--- config.mk ---
export PLATFORM = sky130hd
export DESIGN_NAME = seq_detector_param
export DESIGN_NICKNAME = d
export VERILOG_FILES = /design/src/rtl/seq_detector_param.sv
export SDC_FILE = /design/constraint.sdc
export NUM_CORES = 1
export LEC_CHECK = 0
export BUFFER_PORTS_ARGS = -buffer_cell sky130_fd_sc_hd__buf_2
export CAP_MARGIN = 20
export CORE_ASPECT_RATIO = 0.75
export CORE_MARGIN = 4
export CORE_UTILIZATION = 45
export CTS_BUF_LIST = sky130_fd_sc_hd__clkbuf_4 sky130_fd_sc_hd__clkbuf_8
export CTS_CLUSTER_DIAMETER = 200
export DETAILED_ROUTE_END_ITERATION = 16
export PLACE_DENSITY_LB_ADDON = 0.25
export SLEW_MARGIN = 5
export SYNTH_ARGS = -nofsm -noshare
export SYNTH_HDL_FRONTEND = slang
export SYNTH_SLANG_ARGS = --single-unit
--- constraint.sdc ---
create_clock -name clk -period 5.3 [get_ports clk]
set_input_delay 1.06 -clock clk [delete_from_list [all_inputs] [get_ports clk]]
set_output_delay 1.06 -clock clk [all_outputs]
set_load 0.01 [all_outputs]
--- src/rtl/seq_detector_param.sv ---
// seq_detector_param: runtime-programmable serial pattern detector with a
// registered match pulse, selectable overlap and a saturating match counter.
module seq_detector_param #(
    parameter int unsigned          PAT_W    = 4,
    parameter logic [PAT_W-1:0]     PAT_INIT = PAT_W'(4'b1011),
    parameter int unsigned          COUNT_W  = 8
) (
    input  logic                          clk,
    input  logic                          rst,
    input  logic                          x,
    input  logic                          x_valid,
    input  logic                          load,
    input  logic [PAT_W-1:0]              pattern,
    input  logic [$clog2(PAT_W+1)-1:0]    pat_len,
    input  logic                          overlap,
    output logic                          y,
    output logic [COUNT_W-1:0]            match_count
);

    localparam int unsigned LEN_W = $clog2(PAT_W + 1);
    localparam int unsigned CMP_W = LEN_W + 1;

    localparam logic [LEN_W-1:0]   LEN_MAX = LEN_W'(PAT_W);
    localparam logic [COUNT_W-1:0] CNT_MAX = '1;

    // Registered state
    logic [PAT_W-1:0]   pattern_q;
    logic [LEN_W-1:0]   len_q;
    logic [PAT_W-1:0]   history_q;
    logic [LEN_W-1:0]   fill_q;
    logic [COUNT_W-1:0] count_q;
    logic               y_q;

    // Next-state values
    logic [PAT_W-1:0]   pattern_d;
    logic [LEN_W-1:0]   len_d;
    logic [PAT_W-1:0]   history_d;
    logic [LEN_W-1:0]   fill_d;
    logic [COUNT_W-1:0] count_d;
    logic               y_d;

    // Match datapath intermediates
    logic [PAT_W-1:0]   hist_shift;
    logic [PAT_W-1:0]   len_mask;
    logic [CMP_W-1:0]   fill_inc;
    logic [CMP_W-1:0]   len_ext;
    logic               bits_eq;
    logic               enough_bits;
    logic               hit;
    logic [LEN_W-1:0]   len_load;

    // Next-state logic: load dominates, then valid-bit shift/compare, else hold
    always_comb begin
        pattern_d   = pattern_q;
        len_d       = len_q;
        history_d   = history_q;
        fill_d      = fill_q;
        count_d     = count_q;
        y_d         = 1'b0;

        hist_shift  = {history_q[PAT_W-2:0], x};
        for (int i = 0; i < int'(PAT_W); i++) begin
            len_mask[i] = (32'(i) < 32'(len_q));
        end
        fill_inc    = CMP_W'(fill_q) + CMP_W'(1);
        len_ext     = CMP_W'(len_q);
        bits_eq     = ((hist_shift ^ pattern_q) & len_mask) == '0;
        enough_bits = (fill_inc >= len_ext);
        hit         = bits_eq && enough_bits;

        // Zero or out-of-range lengths fall back to the full pattern width
        if ((pat_len == '0) || (pat_len > LEN_MAX)) begin
            len_load = LEN_MAX;
        end else begin
            len_load = pat_len;
        end

        if (load) begin
            pattern_d = pattern;
            len_d     = len_load;
            history_d = '0;
            fill_d    = '0;
            count_d   = '0;
        end else if (x_valid) begin
            history_d = hist_shift;
            if (hit) begin
                y_d     = 1'b1;
                count_d = (count_q == CNT_MAX) ? CNT_MAX : count_q + COUNT_W'(1);
                fill_d  = overlap ? len_q : '0;
            end else begin
                fill_d  = (fill_inc > len_ext) ? len_q : fill_inc[LEN_W-1:0];
            end
        end
    end

    // State register with asynchronous active-low reset
    always_ff @(posedge clk or negedge rst) begin
        if (!rst) begin
            pattern_q <= PAT_INIT;
            len_q     <= LEN_MAX;
            history_q <= '0;
            fill_q    <= '0;
            count_q   <= '0;
            y_q       <= 1'b0;
        end else begin
            pattern_q <= pattern_d;
            len_q     <= len_d;
            history_q <= history_d;
            fill_q    <= fill_d;
            count_q   <= count_d;
            y_q       <= y_d;
        end
    end

    assign y           = y_q;
    assign match_count = count_q;

endmodule
==> results of run 1 <==
==> stage by stage <==
step / cells / power, mW
detailed placement: 179 / 0.308
global route: 183 / 0.493
floorplan: 126 / 0.280
CTS: 183 / 0.468
global placement: 179 / 0.305
finish: 183 / 0.463
==> power by group through the flow <==
stage	clock (mW)	combinational (mW)	sequential, mW
2_1_floorplan	0	0.0845	0.196
3_3_place_gp	0	0.107	0.198
3_5_place_dp	0	0.109	0.199
4_1_cts	0.163	0.109	0.195
5_1_grt	0.172	0.122	0.198
6_report	0.159	0.109	0.195
==> critical path, cell delays in order, from the launching register on <==
cell and delay (ns):
dfrtp_1 0.42, ha_1 0.22, xor2_1 0.16, ha_1 0.31
o21ai_0 0.08, o211ai_1 0.35, o211ai_2 0.27, or2_1 0.31
o2111ai_1 0.10, o311ai_1 0.11
==> registers in the layout (all words and copies together), names as in the netlist <==
name	flops
match_count	8
fill_q	3
pattern_q	4
len_q	3
y	1
history_q	3
==> metal layers <==
layer | share of wire [%] | vias up
met1 | 49 | 467
met5 | 0 | -
li1 | - | 496
met3 | 4.3 | 2
met2 | 46 | 24
met4 | 0.64 | 0
==> synth_stat cells, types with 2 or more instances <==
| cell | n | area share, % |
|---|---|---|
| a21oi_1 | 2 | 0.79 |
| mux2i_1 | 5 | 3.9 |
| nand3_1 | 8 | 3.1 |
| o22ai_1 | 2 | 0.98 |
| a211oi_1 | 3 | 1.8 |
| nor2b_1 | 3 | 1.5 |
| nand2_1 | 5 | 1.5 |
| dfrtp_1 | 18 | 35 |
| clkbuf_1 | 2 | 0.59 |
| a31oi_1 | 3 | 1.5 |
| ha_1 | 6 | 5.9 |
| o21ai_0 | 2 | 0.79 |
| or2_1 | 2 | 0.98 |
| xor2_1 | 4 | 2.8 |
| dfstp_2 | 4 | 8.3 |
| inv_1 | 9 | 2.7 |
| a311oi_1 | 4 | 2.8 |
| nor3_1 | 2 | 0.79 |
| nor2_1 | 17 | 5.0 |
| mux2_2 | 4 | 3.5 |
| nor2_4 | 2 | 1.8 |
==> final timing paths <==
path / from / endpoint / slack (ns) / cells past startpoint
setup / recovery: fill_q[0] / fill_q[1] / 2.84 / 9
hold / removal: pattern_q[2] / pattern_q[2] / 0.54 / 1
min in group asynchronous: rst / fill_q[1] / 0.74 / 1
setup reg to reg: fill_q[0] / fill_q[1] / 2.84 / 9
max in group asynchronous: rst / len_q[2] / 4.20 / 1
hold reg to reg: pattern_q[2] / pattern_q[2] / 0.54 / 1
==> logic make-up (layout without fill, tap and decap cells) <==
logic type	Yosys count	count (layout)	share of synthesized area (%)
XOR/XNOR	5	5	3.44
multiplexers	9	9	7.47
AND/OR/NAND/NOR	46	46	18.8
flip-flops	22	22	43.6
buffers and inverters	13	34	3.93
adder cells (fa/ha/maj)	6	6	5.89
AO/OA/AOI/OAI	25	25	16.9
==> cell type report <==
cell class | instances | area, µm²
inverter | 9 | 33.8
clock buffer | 3 | 41.3
sequential | 22 | 556
clock inverter | 1 | 30.0
tap | 36 | 45.0
timing repair buffer | 21 | 105
multi-input combinational | 91 | 668
fill | 243 | 1180
==> qor.yml, run 1 <==
status: "complete, no violations"
grt-ovfl-total: 0
clock_latency_ns: 0.27
final_cell_mix: "21 x buf_2, 18 x dfrtp_1, 17 x nor2_1"
grt_usage_pct: 15.1
path_class: "reg -> reg"
seq_area_frac_synth_pct: 43.6
dpl.hpwl_mm: 1.92
antenna_found_initial: 0
io_pins: 22
cts_root_buf: "clkbuf_8"
area_growth_pct: 16.1
io_buffers: 21
layout_commonest_cell: "buf_2"
path_max_fanout: 5
p_int_mw: 0.330
finalSetupViolations: 0
final_cell_area_um2: 1480
synth_edf_count: 0
die_y_um: 54.1
dieArea_um2: 3750
cts_buffers: 3
switching_power_mw: 0.133
yosys_most_used_dff: "dfrtp_1"
avgSynthCellArea_um2: 10.1
seqPwrFrac_pct: 42.2
synthCells: 126
via_per_inst: 5.40
ir_drop_mv: 0.129
async_reset_ff_share_pct: 100
cts_buffer_depth: 2
nets: 167
worst_hold_slack_ns: 0.540
grt_pass1_vias: 996
yosys_warnings: 0
met1_usage_pct: 19.0
postRouteWirelength_mm: 2.51
core_area_um2: 2660
start_util_pct: 47.8
num_vias: 989
drive_gt1_share_pct: 28.6
skew_ns: 0.00274
worstPathRequired_ns: 5.44
cts_num_sinks: 22
dpl_worst_slack_ns: 2.82
hp-class: "reg -> reg"
ant_nets: 0
max_cap_violations: 0
syn_nets: 145
die_w_um: 69.4
min_period_over_period_pct: 46.5
pwr-share-clk_pct: 34.4
holdBufCountCts: 0
period_minus_slack_ns: 2.46
tightest_slew_ns: 0.492
drc: 0
layout_setup_ws_ns: 2.84
p_leak_nw: 0.672
clkTransAtPathRegs_ns: 0.08
syn_area_um2: 1270
core.rowCount: 16
fmax_mhz: 406
ys_ff_latch: 22
grt_max_degree: 27
place_area_um2: 1410
htree_levels: 1
drv_slew: 0
grtUsageMet2_pct: 25.3
hold_viol: 0
arrival_ns: 2.60
drt-initial-drc-count: 39
fin_tns_setup_ns: 0
switching_share_pct: 28.7
cp-start-kind: "register"
power_density_nw_per_um2: 313
p_comb_share_pct: 23.5
cts_tree: "done"
end_kind: "register"
relSlewSlack_pct: 67.2
cts_setup_buffers: 0
drtPass1Iterations: 4
antennaDiodeCount: 0
grt_first_pass_wirelength_mm: 4.41
gp_congestion: 0.938
wire_per_inst_um: 13.7
cts_resized: 0
synth.distinct_cells: 40
grt.busiest_layer: "met2"
post-route-util_pct: 55.5
use_met3_pct: 3.92
rsz0062_at_grt: "no"
(Power assumes the default switching activity.)
==> run 2, diff against run 1 <==
==> constraint.sdc (replaced) <==
create_clock -name clk -period 2.1 [get_ports clk]
set_input_delay 0.42 -clock clk [delete_from_list [all_inputs] [get_ports clk]]
set_output_delay 0.42 -clock clk [all_outputs]
set_load 0.01 [all_outputs]
==> run 2 against run 1 <==
Against the previous run:
- count of clock-buffer cells in the layout increased by 1
- combinational power increased to 3.6 times the previous value
- via count increased by 9.6%
- clock power increased by 89%
- register-to-register slack got worse by 3.2 ns
- global-route usage increased by 0.78 points
- sequential cell count unchanged
- worst setup slack got worse by 3.2 ns
- core utilization increased by 5.6 points
- final cell count increased by 9.8%
- largest power group unchanged
- the run now ends with negative setup slack left
==> qor.yml, run 2 (synthesis gave the netlist of run 1 again) <==
antenna_found_initial: 0
use_met3_pct: 3.92
drv_slew: 0
place_area_um2: 1490
p_int_mw: 0.825
io_pins: 22
hold_viol: 0
largest_reg_flops: 8
fmax_mhz: 409
clkTransAtPathRegs_ns: 0.08
drive_gt1_share_pct: 40.0
skew_ns: 0.00394
status: "complete, but fails checks"
wire_per_inst_um: 14.0
end_kind: "register"
final_cell_mix: "21 x buf_2, 18 x dfrtp_1, 17 x buf_4"
postRouteWirelength_mm: 2.81
finalSetupViolations: 12
path_max_fanout: 6
htree_levels: 1
met1_usage_pct: 19.4
final_cell_area_um2: 1630
seqPwrFrac_pct: 41.0
timing.rr.start: "fill_q[1]"
clock_latency_ns: 0.26
layout_commonest_cell: "buf_2"
ir_drop_mv: 0.526
path_class: "reg -> reg"
period_minus_slack_ns: 2.44
core_area_um2: 2660
io_buffers: 21
power_density_nw_per_um2: 723
grt.busiest_layer: "met2"
total_power_mw: 1.18
via_per_inst: 5.39
nets: 185
cts_buffers: 3
arrival_ns: 2.59
fin_tns_setup_ns: -2.17
cts_root_buf: "clkbuf_8"
cp-start-kind: "register"
grt_usage_pct: 15.8
p_leak_nw: 0.759
worstPathRequired_ns: 2.25
grt_max_degree: 27
drc: 0
start_util_pct: 47.8
switching_share_pct: 29.9
cts_tree: "done"
tightest_slew_ns: 0.493
area_growth_pct: 27.8
layout_setup_ws_ns: -0.344
min_period_over_period_pct: 116
core.rowCount: 16
drtPass1Iterations: 4
antennaDiodeCount: 0
p_comb_share_pct: 33.4
cts_num_sinks: 22
cts_buffer_depth: 2
relSlewSlack_pct: 67.2
violations: "negative setup slack"
max_cap_violations: 0
grt_first_pass_wirelength_mm: 4.70
crit_start: "fill_q[1]"
hp-class: "in -> async"
gp_congestion: 0.855
die_w_um: 69.4
rsz0062_at_grt: "yes"
grtUsageMet2_pct: 28.0
die_y_um: 54.1
dieArea_um2: 3750
pwr-share-clk_pct: 25.5
switching_power_mw: 0.352
drt-initial-drc-count: 31
dpl.hpwl_mm: 2.04
num_vias: 1084
ant_nets: 0
grt-ovfl-total: 0
grt_pass1_vias: 1081
## run 2: layout make-up
type	instances	area [µm²]
timing repair buffer	39	244
sequential	22	556
inverter	9	33.8
tap	36	45.0
clock buffer	4	55.1
fill	222	1030
multi-input combinational	91	694
## run 2: worst paths after layout
path	end	slack (ns)	depth (start not counted)
worst min-delay path	match_count[4]	0.11	1
worst max register to register	match_count[5]	-0.34	10
worst max-delay path	match_count[5]	-0.34	10
min in group clk	pattern_q[3]	0.39	2
max in group asynchronous	len_q[2]	1.63	1
worst min register to register	len_q[2]	0.53	2
## run 2: metrics by stage
stage                     hold WS, ns  instances  setup slack, ns  util, %
after floorplan                 0.124        126           -0.107        -
after global placement          0.406        190           -0.123     56.1
after detailed placement        0.413        190           -0.196     56.1
after CTS                       0.118        198           -0.171     59.7
after global routing            0.146        201           -0.435     61.1
final                           0.110        201           -0.344     61.1
## run 2: timing repair
| item | 4_1_cts | 5_1_grt |
|---|---|---|
| setup buffers | 4 | 3 |
| endpoints found under the setup margin | 11 | 12 |
| resized for setup | 2 | 4 |
| hold buffers | 0 | 0 |
| hold endpoints to repair | 0 | 0 |
| pin swaps | 9 | 4 |
## run 2: power groups by stage
stage / registers (mW) / logic (mW) / clock network [mW]
finish: 0.483 / 0.394 / 0.300
global route: 0.488 / 0.432 / 0.333
CTS: 0.483 / 0.385 / 0.314
detailed placement: 0.491 / 0.365 / 0
global placement: 0.489 / 0.357 / 0
floorplan: 0.495 / 0.217 / 0
## run 2: critical path: stages, from the launching register on
cell	delay [ns]
dfrtp_1	0.39
ha_2	0.20
xor2_2	0.15
ha_1	0.30
o21ai_1	0.07
o211ai_1	0.31
buf_4	0.18
o2111ai_4	0.15
nor2_4	0.19
a31oi_1	0.11
a311oi_1	0.28
## run 2: layer usage
metal	vias to the layer above	part of all wire (%)
met1	528	44
met5	-	0
li1	535	-
met3	2	3.6
met4	0	0.50
met2	19	52
==> run 3, diff against run 2 <==
--- a/config.mk
+++ b/config.mk
@@ -5,6 +5,7 @@
 export SDC_FILE = /design/constraint.sdc
 export NUM_CORES = 1
 export LEC_CHECK = 0
+export ABC_AREA = 1
 export BUFFER_PORTS_ARGS = -buffer_cell sky130_fd_sc_hd__buf_2
 export CAP_MARGIN = 20
 export CORE_ASPECT_RATIO = 0.75
==> run 3 against run 2 <==
Against the previous run:
- the run now ends clean
- count of clock-buffer cells in the layout shrank 1
- area after synthesis grew 8.5%
- cell area grew 3.4%
- sequential cell count is the same
- clock skew shrank 0.0021 ns
- sequential power grew 12%
- total power grew 50%
- clock power grew 31%
- core utilization shrank 3.8 points
- largest power group is now combinational cells
==> qor.yml, run 3 <==
drc: 0
gp_congestion: 0.872
cts_num_sinks: 22
yosys-top-cells-count: "65 x nand2_1, 31 x nand3_1, 26 x inv_1"
drtPass1Iterations: 4
dpl_worst_slack_ns: 0.0199
status: "complete, no violations"
antenna_found_initial: 0
ys_ff_latch: 22
hp-class: "in -> async"
postRouteWirelength_mm: 3.24
syn_area_um2: 1380
skew_ns: 0.00186
synth.distinct_cells: 25
r2r_cells: 12
ant_nets: 0
worst_hold_slack_ns: 0.112
num_vias: 1276
grt_pass1_vias: 1202
dpl.hpwl_mm: 2.38
final_cell_mix: "65 x nand2_1, 31 x nand3_1, 26 x inv_1"
seq_area_frac_synth_pct: 40.2
p_leak_nw: 0.885
drv_slew: 0
core_area_um2: 2940
drive_gt1_share_pct: 20.2
fin_tns_setup_ns: 0
total_power_mw: 1.77
via_per_inst: 4.89
clock_latency_ns: 0.26
synth_top_cell_by_area: "dfrtp_1"
dp.cells: 254
path_max_fanout: 4
finalSetupViolations: 0
async_reset_ff_share_pct: 100
clkTransAtPathRegs_ns: 0.08
hold_viol: 0
grt_max_degree: 24
grt_first_pass_wirelength_mm: 5.55
die_y_um: 56.0
core.rowCount: 17
cts_root_buf: "clkbuf_8"
synthCells: 195
ir_drop_mv: 0.521
tightest_slew_ns: 0.493
cts_buffers: 3
area_growth_pct: 21.7
wire_per_inst_um: 12.4
grt-ovfl-total: 0
nets: 243
layout_commonest_cell: "nand2_1"
io_buffers: 21
start_util_pct: 47.1
antennaDiodeCount: 0
cts_buffer_depth: 2
die_w_um: 72.0
worstPathRequired_ns: 2.25
yosys_most_used_dff: "dfrtp_1"
yosysMostFrequentCell: "nand2_1"
period_minus_slack_ns: 1.95
synth_edf_count: 0
min_period_over_period_pct: 92.9
dieArea_um2: 4030
layout_setup_ws_ns: 0.149
fmax_mhz: 513
power_density_nw_per_um2: 1050
arrival_ns: 2.10
final_cells: 261
path_class: "reg -> reg"
yosys_warnings: 0
drt-initial-drc-count: 95
io_pins: 22
htree_levels: 1
synth_area_leaders: "dfrtp_1 33%, nand2_1 18%, nand3_1 11%, dfstp_2 7.6%, inv_1 7.1%"
end_kind: "register"
largest_reg_flops: 8
syn_nets: 214
grt_usage_pct: 17.4
cts_tree: "done"
max_cap_violations: 0
cp-start-kind: "register"
relSlewSlack_pct: 67.1
avgSynthCellArea_um2: 7.09
synth_top_area_share_pct: 32.6
run 3: cell count changes after synthesis, sizes merged, moves of 3 or more:
cell    delta
mux2i      -5
nor2       -4
mux2       -4
xor2       -3
nand3     +23
a31oi      -3
nand2     +62
nor2b      -3
inv       +17
o21ai      +6
a311oi     -4
run 3: cells by family after synthesis:
family	after synthesis	synth area share [%]
AO/OA/AOI/OAI	17	6.61
adder cells (fa/ha/maj)	6	5.43
flip-flops	22	40.2
buffers and inverters	29	7.96
AND/OR/NAND/NOR	118	37.9
XOR/XNOR	3	1.90
run 3: stage by stage:
step	instance area [µm²]	utilization (%)
finish	1680	57.3
global route	1680	57.3
CTS	1640	55.8
detailed placement	1550	52.6
global placement	1550	52.6
floorplan	1380	-
run 3: layout make-up:
type	count	area, µm²
fill	284	1250
multi-input combinational	145	768
sequential	22	556
timing repair buffer	26	143
inverter	26	97.6
tap	38	47.5
clock buffer	3	41.3
clock inverter	1	30.0
run 3: worst paths after layout:
check / from / slack, ns / to
min in group clk: pattern[0] / 0.37 / pattern_q[0]
min: rst / 0.11 / match_count[7]
max: fill_q[0] / 0.15 / fill_q[0]
min reg2reg: pattern_q[3] / 0.50 / pattern_q[3]
max reg2reg: fill_q[0] / 0.15 / fill_q[0]
max in group asynchronous: rst / 1.63 / pattern_q[3]
run 3: repair_timing:
item / 4_1_cts / 5_1_grt
cloned: 1 / 0
endpoints found under the setup margin: 8 / 12
buffers inserted: 1 / 1
hold buffers: 0 / 0
resized for setup: 1 / 5
pin swaps: 2 / 2
run 3: critical path, stage by stage (launching register included):
cell      delay, ns
dfrtp_1        0.39
ha_2           0.20
xnor2_2        0.13
inv_1          0.08
ha_4           0.29
nand3_1        0.09
nand2b_1       0.21
nand2_1        0.13
nand2_1        0.07
nand2_1        0.06
nand2_1        0.04
nand3_1        0.07
nand2_1        0.06
run 3: power by group:
group          switching, mW  internal, mW  leakage, nW
Combinational          0.480         0.354        0.566
Sequential            0.0529         0.487        0.283
Clock                  0.137         0.254       0.0357
run 3: metal layers:
layer	up-vias	track usage (%)	wire, µm
li1	681	-	-
met1	562	25.6	1620
met2	31	25.7	1420
met3	2	4.51	188
met4	0	3.22	17
met5	-	0	0
